<file path="config.mk">
export PLATFORM = sky130hd
export DESIGN_NAME = par_serializer
export DESIGN_NICKNAME = d
export VERILOG_FILES = /design/src/rtl/par_serializer.sv
export SDC_FILE = /design/constraint.sdc
export NUM_CORES = 1
export LEC_CHECK = 0
export BUFFER_PORTS_ARGS = -buffer_cell sky130_fd_sc_hd__buf_2
export CAP_MARGIN = 5
export CORE_MARGIN = 1.5
export CORE_UTILIZATION = 49
export CTS_CLUSTER_DIAMETER = 120
export DETAILED_ROUTE_END_ITERATION = 8
export GPL_TIMING_DRIVEN = 0
export PLACE_DENSITY = 0.74
export SLEW_MARGIN = 20
export SYNTH_ARGS = -nofsm -noshare
export SYNTH_HDL_FRONTEND = slang
export SYNTH_SLANG_ARGS = --single-unit
</file>
<file path="constraint.sdc">
create_clock -name CLK -period 1.5 [get_ports CLK]
set_input_delay 0.225 -clock CLK [delete_from_list [all_inputs] [get_ports CLK]]
set_output_delay 0.225 -clock CLK [all_outputs]
set_load 0.005 [all_outputs]
</file>
<file path="src/rtl/par_serializer.sv">
`timescale 1ns/1ps
// Parallel-to-serial converter for the UART transmit path: captures a word,
// computes its parity, and shifts it out LSB- or MSB-first on enabled cycles.
module par_serializer #(
    parameter int  DATA_WIDTH = 8,
    localparam int CNT_W      = $clog2(DATA_WIDTH + 1)
) (
    input  logic                  CLK,
    input  logic                  RST,
    input  logic [DATA_WIDTH-1:0] P_DATA,
    input  logic                  DATA_VALID,
    input  logic                  MSB_FIRST,
    input  logic                  PAR_TYP,
    input  logic                  ser_en,
    input  logic                  ser_clr,
    output logic                  S_DATA,
    output logic                  par_bit,
    output logic                  ser_done,
    output logic                  busy
);

    typedef enum logic [0:0] {
        IDLE  = 1'b0,
        SHIFT = 1'b1
    } state_t;

    state_t                  state_q, state_d;
    logic [DATA_WIDTH-1:0]   shreg_q, shreg_d;
    logic [CNT_W-1:0]        cnt_q, cnt_d;
    logic                    s_data_q, s_data_d;
    logic                    par_q, par_d;
    logic                    done_q, done_d;

    function automatic logic [DATA_WIDTH-1:0] bit_rev(input logic [DATA_WIDTH-1:0] d);
        logic [DATA_WIDTH-1:0] r;
        r = {DATA_WIDTH{1'b0}};
        for (int i = 0; i < DATA_WIDTH; i++) begin
            r[i] = d[DATA_WIDTH-1-i];
        end
        return r;
    endfunction

    function automatic logic even_par(input logic [DATA_WIDTH-1:0] d);
        return ^d;
    endfunction

    // Next-state logic: abort beats capture, capture beats shift.
    always_comb begin
        state_d  = state_q;
        shreg_d  = shreg_q;
        cnt_d    = cnt_q;
        s_data_d = s_data_q;
        par_d    = par_q;
        done_d   = 1'b0;
        if (ser_clr) begin
            state_d  = IDLE;
            cnt_d    = {CNT_W{1'b0}};
            s_data_d = 1'b0;
        end else begin
            case (state_q)
                IDLE: begin
                    if (DATA_VALID) begin
                        shreg_d = MSB_FIRST ? bit_rev(P_DATA) : P_DATA;
                        cnt_d   = CNT_W'(DATA_WIDTH);
                        par_d   = even_par(P_DATA) ^ PAR_TYP;
                        state_d = SHIFT;
                    end else begin
                        state_d = IDLE;
                    end
                end
                SHIFT: begin
                    // Zero-count guard keeps the counter from ever wrapping.
                    if (ser_en && (cnt_q != {CNT_W{1'b0}})) begin
                        s_data_d = shreg_q[0];
                        shreg_d  = {1'b0, shreg_q[DATA_WIDTH-1:1]};
                        cnt_d    = cnt_q - CNT_W'(1);
                        if (cnt_q == CNT_W'(1)) begin
                            done_d  = 1'b1;
                            state_d = IDLE;
                        end else begin
                            state_d = SHIFT;
                        end
                    end else begin
                        state_d = SHIFT;
                    end
                end
                default: begin
                    state_d = IDLE;
                    cnt_d   = {CNT_W{1'b0}};
                end
            endcase
        end
    end

    // State and output registers.
    always_ff @(posedge CLK or negedge RST) begin
        if (!RST) begin
            state_q  <= IDLE;
            shreg_q  <= {DATA_WIDTH{1'b0}};
            cnt_q    <= {CNT_W{1'b0}};
            s_data_q <= 1'b0;
            par_q    <= 1'b0;
            done_q   <= 1'b0;
        end else begin
            state_q  <= state_d;
            shreg_q  <= shreg_d;
            cnt_q    <= cnt_d;
            s_data_q <= s_data_d;
            par_q    <= par_d;
            done_q   <= done_d;
        end
    end

    assign S_DATA   = s_data_q;
    assign par_bit  = par_q;
    assign ser_done = done_q;
    assign busy     = (state_q == SHIFT);

endmodule

</file>
# Word level (Yosys, flattened, before mapping)
# Index checks and enable logic that the tools add are counted.
dict set report word_totals {
  regBits 16
  latch_bits 0
  ramBits 0
  romBits 0
  output_inout_bits 4
  mem_count 0
}
dict set report classes {
  addsub 1
  mul 0
  div_mod_pow 0
  magnitude_cmp 0
  n_eq_ne 5
  shifts 0
  muxes 20
  bitwise 3
  reduce_logical 9
}
# op count
set ops {}
lappend ops {{$mux 8} 3}
lappend ops {{$pmux 8 s2} 1}
lappend ops {{$mux 4} 3}
lappend ops {{$mux 1} 11}
lappend ops {{$pmux 4 s2} 1}
lappend ops {{$reduce_xor 8->1} 1}
lappend ops {{$reduce_and 3->1} 2}
lappend ops {{$eq 4x1->1 const B} 1}
lappend ops {{$reduce_and 2->1} 2}
lappend ops {{$reduce_bool 2->1} 2}
lappend ops {{$reduce_bool 4->1} 1}
lappend ops {{$sub 4x1->4 const B} 1}
lappend ops {{$ne 3x2->1 const B} 1}
lappend ops {{$ne 3x3->1 const B} 1}
lappend ops {{$ne 2x1->1 const B} 1}
lappend ops {{$ne 2x2->1 const B} 1}
lappend ops {{$not 1->1} 2}
lappend ops {{$pmux 1 s2} 1}
lappend ops {{$logic_and 1x1->1} 1}
lappend ops {{$xor 1x1->1} 1}

# Longest topological paths before layout
# Gate-level depths: netlist of run 1.
dict set report depth {
  depth_word 5
  ltp_mapped 7
  mapped_depth_nobuf 6
}

# Worst setup path after synthesis of run 1
# No wires, ideal clock.
dict set report synth_path {
  path_type {flip-flop to flip-flop}
  start {register cnt_q[0]}
  end {register shreg_q[0]}
  setup_time_ps 125
  arrival_ps 1528
  setup_slack_ps -153
  stages_incl_launch_ff 8
  n_path_buf 1
  path_cell_list {dfrtp_1 inv_1 ha_1 nor3b_4 o22ai_2 nor2b_4 buf_6 mux2_4}
}
dict set report synth_between {
  elab_chain_len 4
}
# element line_no
set synth_lines {}
lappend synth_lines {{start, declared} 29} ;# logic [CNT_W-1:0] cnt_q, cnt_d;
lappend synth_lines {{start signal, assigned} 100} ;# cnt_q <= {CNT_W{1'b0}};
lappend synth_lines {{start signal, assigned} 107} ;# cnt_q <= cnt_d;
lappend synth_lines {{$reduce_bool 4->1} 73} ;# if (ser_en && (cnt_q != {CNT_W{1'b0}})) begin
lappend synth_lines {{$logic_and 1x1->1} 73}
lappend synth_lines {{$ne 2x1->1 (no line)} -}
lappend synth_lines {{$reduce_and 3->1 (no line)} -}
lappend synth_lines {{end signal, assigned} 99} ;# shreg_q <= {DATA_WIDTH{1'b0}};
lappend synth_lines {{end signal, assigned} 106} ;# shreg_q <= shreg_d;
lappend synth_lines {{end, declared} 28} ;# logic [DATA_WIDTH-1:0] shreg_q, shreg_d;
# No other way between the ends.
# A chain may end at the register's enable or synchronous reset.

# Worst setup path in the final report of run 1
dict set report layout_path {
  start {register cnt_q[1]}
  end {register shreg_q[1]}
}
# The elaborated chain is that of the path after synthesis.

==> key figures, run 1 <==
Logic synthesis
  • Synth cell types: 33
  • Top_reg_cell synth: dfrtp_1
  • Synthesized cell area: 1040 um2
  • Synthesis Warnings: 0
  • Mapped Cells: 99
  • Mapped Nets: 117
  • FF+latch count, synth: 16
  • Sequential cell area fraction in the yosys report: 0.383
  • Post-synth EDFFs: 0
  • Post-synthesis async set-or-reset flop share: 1.00
  • Average size of a mapped cell: 10.6 um2

Drt
  • Drt first pass iters: 4
  • Final wirelength: 2190 um
  • Routed len/inst: 14.1 um
  • Total number of vias: 813
  • Antenna-violating nets left: 0
  • Post-route DRC: 0
  • Initial DRC Count: 6
  • Vias per cell: 5.25

Floorplan
  • Die area: 2420 um2
  • Cell Rows: 16
  • Die W: 49.2 um
  • Initial Util: 0.527
  • Floorplan core area: 1980 um2
  • Die Y: 49.2 um
  • IO Pins: 19

Final layout
  • Most common cell after layout, fill and taps aside: buf_2
  • # fillers: 155
  • Nets@finish: 147
  • Non-Filler Instances: 155
  • # diodes: 0
  • Post-layout util: 0.653
  • Area grow syn2layout: 23.8%
  • Most frequent cells in the layout: buf_2 (17), dfrtp_1 (16), nand2_1 (11)
  • Layout cells sized above 1: 0.391

Timing
  • Fin. max-slew vios: 0
  • Slew headroom: 0.717
  • Final min period: 1.63 ns
  • Final WS setup: -0.132 ns
  • Setup Viol. Count Final: 8
  • Final clock skew: 0.0166 ns
  • Fmax: 613 MHz
  • Fin. Hold Viols: 0
  • Worst Tran Pin Value: 0.425 ns
  • RSZ-0062 raised after global routing: true
  • Final period utilization: 1.09

Setup path
  • Maximum fanout along the worst path: 8
  • Crit Path Category: flop to flop
  • Worst R2R End: shreg_q[1]$_DFFE_PN0P_
  • Crit. End Element: flop
  • Largest stage delay, worst path: 0.38 ns
  • Crit Reg-Reg Startpoint: cnt_q[1]$_DFFE_PN0P_
  • Slowest cell on the critical path: dfrtp_1
  • Crit-path cells: inv_2, ha_4, nor3b_4, o22ai_2, nor2b_4, buf_8, mux2_4
  • Required @ worst endpoint: 1.67 ns
  • CP Data Arrival Time: 1.80 ns
  • Critical Path Start Type: flop
  • Worst R2R Setup Slack: -0.13 ns
  • Worst Reg-to-Reg Cells: 7

Placed design
  • Final GP Congestion: 0.776
  • I/O Buffers: 16
  • Placed insts: 142
  • Hpwl dp: 1480 um

Worst hold path
  • Hold_sp: ser_clr
  • Worst min path class: input port to flop
  • Hold Path End: cnt_q[0]$_DFFE_PN0P_
  • Worst hold stages: 2

Global route
  • Initial antenna violation count: 0
  • Total grt overflow: 0
  • Largest net degree at the start of global routing: 17
  • Total GRT Usage: 0.204
  • Global-route wire length before repair: 3740 um
  • Number of global-route vias before repair: 824

CTS
  • Clk slew on worst S/H paths: 0.11 ns
  • Clk_lat worst skew: 0.30 ns
  • Sinks on the clock net: 16
  • Max clock buf depth: 2
  • H-tree depth: 1
  • CTS Buf Count: 3
  • CTS tree: done
  • Root Driver: clkbuf_4

Pwr
  • PD cells: 936 nW/um2
  • Worst VDD drop: 0.655 mV
  • Leakage: 0.601 nW

Outcome
  • Status: complete, but fails checks
  • Failing checks: negative setup slack

Flow run
  • Maxcap violations: 0
[power breakdown]
part / switching (mW) / internal, mW
registers: 0.0520 / 0.515
logic: 0.135 / 0.213
clock network: 0.148 / 0.148
total: 0.335 / 0.876
[worst max path at each step]
stage | startpoint | end | slack, ns | depth (start not counted)
after floorplan | cnt_q[0]$_DFFE_PN0P_ | shreg_q[0]$_DFFE_PN0P_ | -0.09 | 7
after detailed placement | cnt_q[0]$_DFFE_PN0P_ | shreg_q[1]$_DFFE_PN0P_ | -0.21 | 7
after CTS | cnt_q[1]$_DFFE_PN0P_ | shreg_q[1]$_DFFE_PN0P_ | -0.16 | 7
after global routing | cnt_q[1]$_DFFE_PN0P_ | shreg_q[6]$_DFFE_PN0P_ | -0.17 | 7
after global placement | cnt_q[0]$_DFFE_PN0P_ | shreg_q[5]$_DFFE_PN0P_ | -0.19 | 7
final | cnt_q[1]$_DFFE_PN0P_ | shreg_q[1]$_DFFE_PN0P_ | -0.13 | 7
[worst max-delay path, delay by kind of cell, from the launching register on]
family | cells | cell delay [ns]
flops | 1 | 0.38
simple gates | 2 | 0.33
mux | 1 | 0.31
buf+inv | 2 | 0.21
fa+ha+maj | 1 | 0.15
compound gates | 1 | 0.13
[flip-flops by register name (all words and copies together) (netlist names)]
name      cells
ser_done      1
S_DATA        1
par_bit       1
cnt_q         4
shreg_q       8
busy          1
[cell type report]
| class | instances | area (um2) | area share |
|---|---|---|---|
| Tap cell | 27 | 33.8 | 0.0261 |
| Multi-Input combinational cell | 75 | 627 | 0.485 |
| Sequential cell | 16 | 400 | 0.309 |
| Timing Repair Buffer | 25 | 150 | 0.116 |
| Buffer | 5 | 35.0 | 0.0271 |
| Inverter | 3 | 11.3 | 0.00870 |
| Clock buffer | 4 | 36.3 | 0.0280 |
[metrics by stage]
step / hold WS (ns) / setup WS, ns / instance area (um2) / total power [mW] / TNS, ns
after detailed placement: 0.160 / -0.209 / 1170 / 0.903 / -1.62
after global placement: 0.154 / -0.195 / 1170 / 0.891 / -1.54
after CTS: 0.147 / -0.156 / 1290 / 1.22 / -1.18
after floorplan: -0.0706 / -0.0862 / 1060 / 0.810 / -0.689
final: 0.150 / -0.132 / 1290 / 1.21 / -0.978
after global routing: 0.145 / -0.165 / 1290 / 1.29 / -1.51
[metal layers]
layer	global-route usage	part of all wire
met5	0	0
met4	0.100	0.028
met3	0.0460	0.041
met2	0.309	0.46
met1	0.275	0.47
[cells by family after synthesis]
group | after synthesis | synth area share
compound gates | 17 | 0.0958
flops | 16 | 0.383
fa+ha+maj | 3 | 0.0359
mux | 17 | 0.202
xor+xnor | 7 | 0.0719
buf+inv | 8 | 0.0407
simple gates | 31 | 0.170
[synthesized netlist by cell type (all sizes together), types with 3 or more instances]
master / instances / area share
mux2i: 8 / 0.077
ha: 3 / 0.036
o21ai: 9 / 0.043
buf: 3 / 0.023
mux2: 9 / 0.13
dfrtp: 16 / 0.38
nor2: 3 / 0.011
xnor2: 5 / 0.042
inv: 3 / 0.011
nor2b: 3 / 0.025
a21oi: 4 / 0.019
nand2: 11 / 0.040
[what timing repair did]
item,CTS,global route
setup endpoints to repair,10,11
gates resized for setup,5,0
pin swaps,4,2
setup buffers,7,1
hold buffers,1,0
hold endpoints to repair,16,0
(Power assumes the default switching activity.)
==> run 2, diff against run 1 <==
MAX_ROUTING_LAYER = met4   (was not set)
==> key figures, run 2 (same netlist as run 1, synthesis figures left out) <==
Setup path
  • Worst Setup SP: cnt_q[1]$_DFFE_PN0P_
  • Maximum fanout along the worst path: 8 (unchanged)
  • Required @ worst endpoint: 1.67 ns (about the same)
  • Critical Path Start Type: flop
  • CP Data Arrival Time: 1.80 ns (about the same)
  • Crit Path Category: flop to flop
  • Worst R2R Setup Slack: -0.12 ns (about the same)
  • Crit. End Element: flop
  • Crit Reg-Reg Startpoint: cnt_q[1]$_DFFE_PN0P_

CTS
  • CTS Buf Count: 3 (unchanged)
  • H-tree depth: 1 (unchanged)
  • Max clock buf depth: 2 (unchanged)
  • Root Driver: clkbuf_4
  • CTS tree: done
  • Clk slew on worst S/H paths: 0.11 ns (about the same)
  • Clk_lat worst skew: 0.29 ns (about the same)
  • Sinks on the clock net: 16 (unchanged)

Timing
  • Fmax: 616 MHz (+0.58%)
  • Fin. max-slew vios: 0 (unchanged)
  • Final clock skew: 0.00993 ns (-0.00664 ns)
  • Fin. Hold Viols: 0 (unchanged)
  • Final period utilization: 1.08 (-0.00630)
  • Final WS setup: -0.123 ns (+0.00945 ns)
  • Setup Viol. Count Final: 8 (unchanged)
  • Setup TNS: -0.903 ns (+0.0745 ns)
  • Final min period: 1.62 ns (-0.00945 ns)
  • Worst Tran Pin Value: 0.424 ns (-0.000895 ns)
  • Slew headroom: 0.717 (about the same)
  • RSZ-0062 raised after global routing: true

Floorplan
  • Initial Util: 0.527 (unchanged)
  • Cell Rows: 16 (unchanged)
  • Die Y: 49.2 um (unchanged)
  • Die area: 2420 um2 (unchanged)
  • IO Pins: 19 (unchanged)
  • Floorplan core area: 1980 um2 (unchanged)
  • Die W: 49.2 um (unchanged)

Placed design
  • Dpl ws: -0.209 ns (unchanged)
  • Hpwl dp: 1480 um (unchanged)
  • Final GP Congestion: 0.787 (+1.4%)
  • I/O Buffers: 16 (unchanged)
  • Instance area at placement: 1170 um2 (unchanged)

Drt
  • Antenna-violating nets left: 0 (unchanged)
  • Total number of vias: 832 (+2.3%)
  • Post-route DRC: 0 (unchanged)
  • Routed len/inst: 14.2 um (+0.46%)
  • Vias per cell: 5.37 (+2.3%)
  • Initial DRC Count: 6 (unchanged)
  • Final wirelength: 2200 um (+0.46%)
  • Drt first pass iters: 4 (unchanged)

Pwr
  • Leakage: 0.601 nW (unchanged)
  • Reg power frac: 0.469 (about the same)
  • Comb power frac: 0.289 (about the same)
  • Worst VDD drop: 0.667 mV (+1.8%)
  • Cell Int Power: 876 uW (about the same)
  • PD cells: 935 nW/um2 (about the same)
  • Clock share of power: 0.243 (about the same)
  • Net Sw Frac: 0.276 (-0.000348)
  • P_sw: 334 uW (-0.18%)

Final layout
  • Nets@finish: 147 (unchanged)
  • Largest register by flop count: shreg_q
  • # fillers: 155 (unchanged)
  • Most frequent cells in the layout: buf_2 (17), dfrtp_1 (16), nand2_1 (11)
  • Area grow syn2layout: 23.8% (unchanged)
  • Largest register FFs: 8 (unchanged)
  • Layout cells sized above 1: 0.391 (unchanged)
  • Top flop regs: shreg_q: 8 flops, cnt_q: 4 flops
  • Most common cell after layout, fill and taps aside: buf_2
  • # diodes: 0 (unchanged)
  • Design area: 1290 um2 (unchanged)

Global route
  • Number of global-route vias before repair: 823 (-0.12%)
  • Global-route wire length before repair: 3750 um (+0.19%)
  • Largest net degree at the start of global routing: 17 (unchanged)
  • Total GRT Usage: 0.210 (+0.00577)
  • Initial antenna violation count: 0 (unchanged)
  • Total grt overflow: 0 (unchanged)

Worst hold path
  • Hold_sp: ser_clr
  • Worst min path class: input port to flop

Outcome
  • Failing checks: negative setup slack
  • Status: complete, but fails checks

Flow run
  • Maxcap violations: 0 (unchanged)
-- run 2: power by group through the flow --
stage	combinational, mW	sequential [mW]	clock [mW]
final	0.349	0.567	0.294
after global routing	0.386	0.576	0.326
after CTS	0.350	0.565	0.306
after detailed placement	0.329	0.573	0
after global placement	0.322	0.568	0
after floorplan	0.246	0.564	0
-- run 2: path summary, 6_finish.rpt --
kind                                     endpoint  depth (start not counted)
hold / removal               cnt_q[0]$_DFFE_PN0P_                          2
setup / recovery           shreg_q[1]$_DFFE_PN0P_                          7
setup reg to reg           shreg_q[1]$_DFFE_PN0P_                          7
hold reg to reg               par_bit$_DFFE_PN0P_                          1
max in group asynchronous  shreg_q[3]$_DFFE_PN0P_                          2
min in group asynchronous      ser_done$_DFF_PN0_                          2
-- run 2: layout make-up --
class	count	area, um2	area share
well taps	27	33.8	0.0261
plain buffers	5	35.0	0.0271
flip-flops and latches	16	400	0.309
repair buffers	25	150	0.116
multi-input cells	75	627	0.485
clock buffers	4	36.3	0.0280
inverters	3	11.3	0.00870
-- run 2: what timing repair did --
action	4_1_cts	5_1_grt
gates resized for setup	5	0
hold endpoints to repair	16	0
hold buffers	1	0
setup endpoints to repair	10	11
pin swaps	4	2
cloned	0	0
buffers inserted	7	1
-- run 2: per-stage QoR --
stage               total power [mW]  instances   util  hold slack, ns
global route                    1.29        155  0.653           0.145
global placement               0.891        142  0.591           0.154
floorplan                      0.810         99      -         -0.0706
CTS                             1.22        154  0.649           0.147
detailed placement             0.903        142  0.591           0.160
finish                          1.21        155  0.653           0.157
-- run 2: routing by layer --
metal	up-vias	global-route usage	wire length, um
met5	-	-	0
met3	8	0.0460	102
li1	404	-	-
met4	0	0.100	52
met1	392	0.275	1030
met2	28	0.309	1020
-- run 2: worst max-delay path, cell delays in order (launching register included) --
cell     delay [ns]
dfrtp_1        0.38
inv_2          0.06
ha_4           0.15
nor3b_4        0.15
o22ai_2        0.13
nor2b_4        0.18
buf_8          0.15
mux2_4         0.31
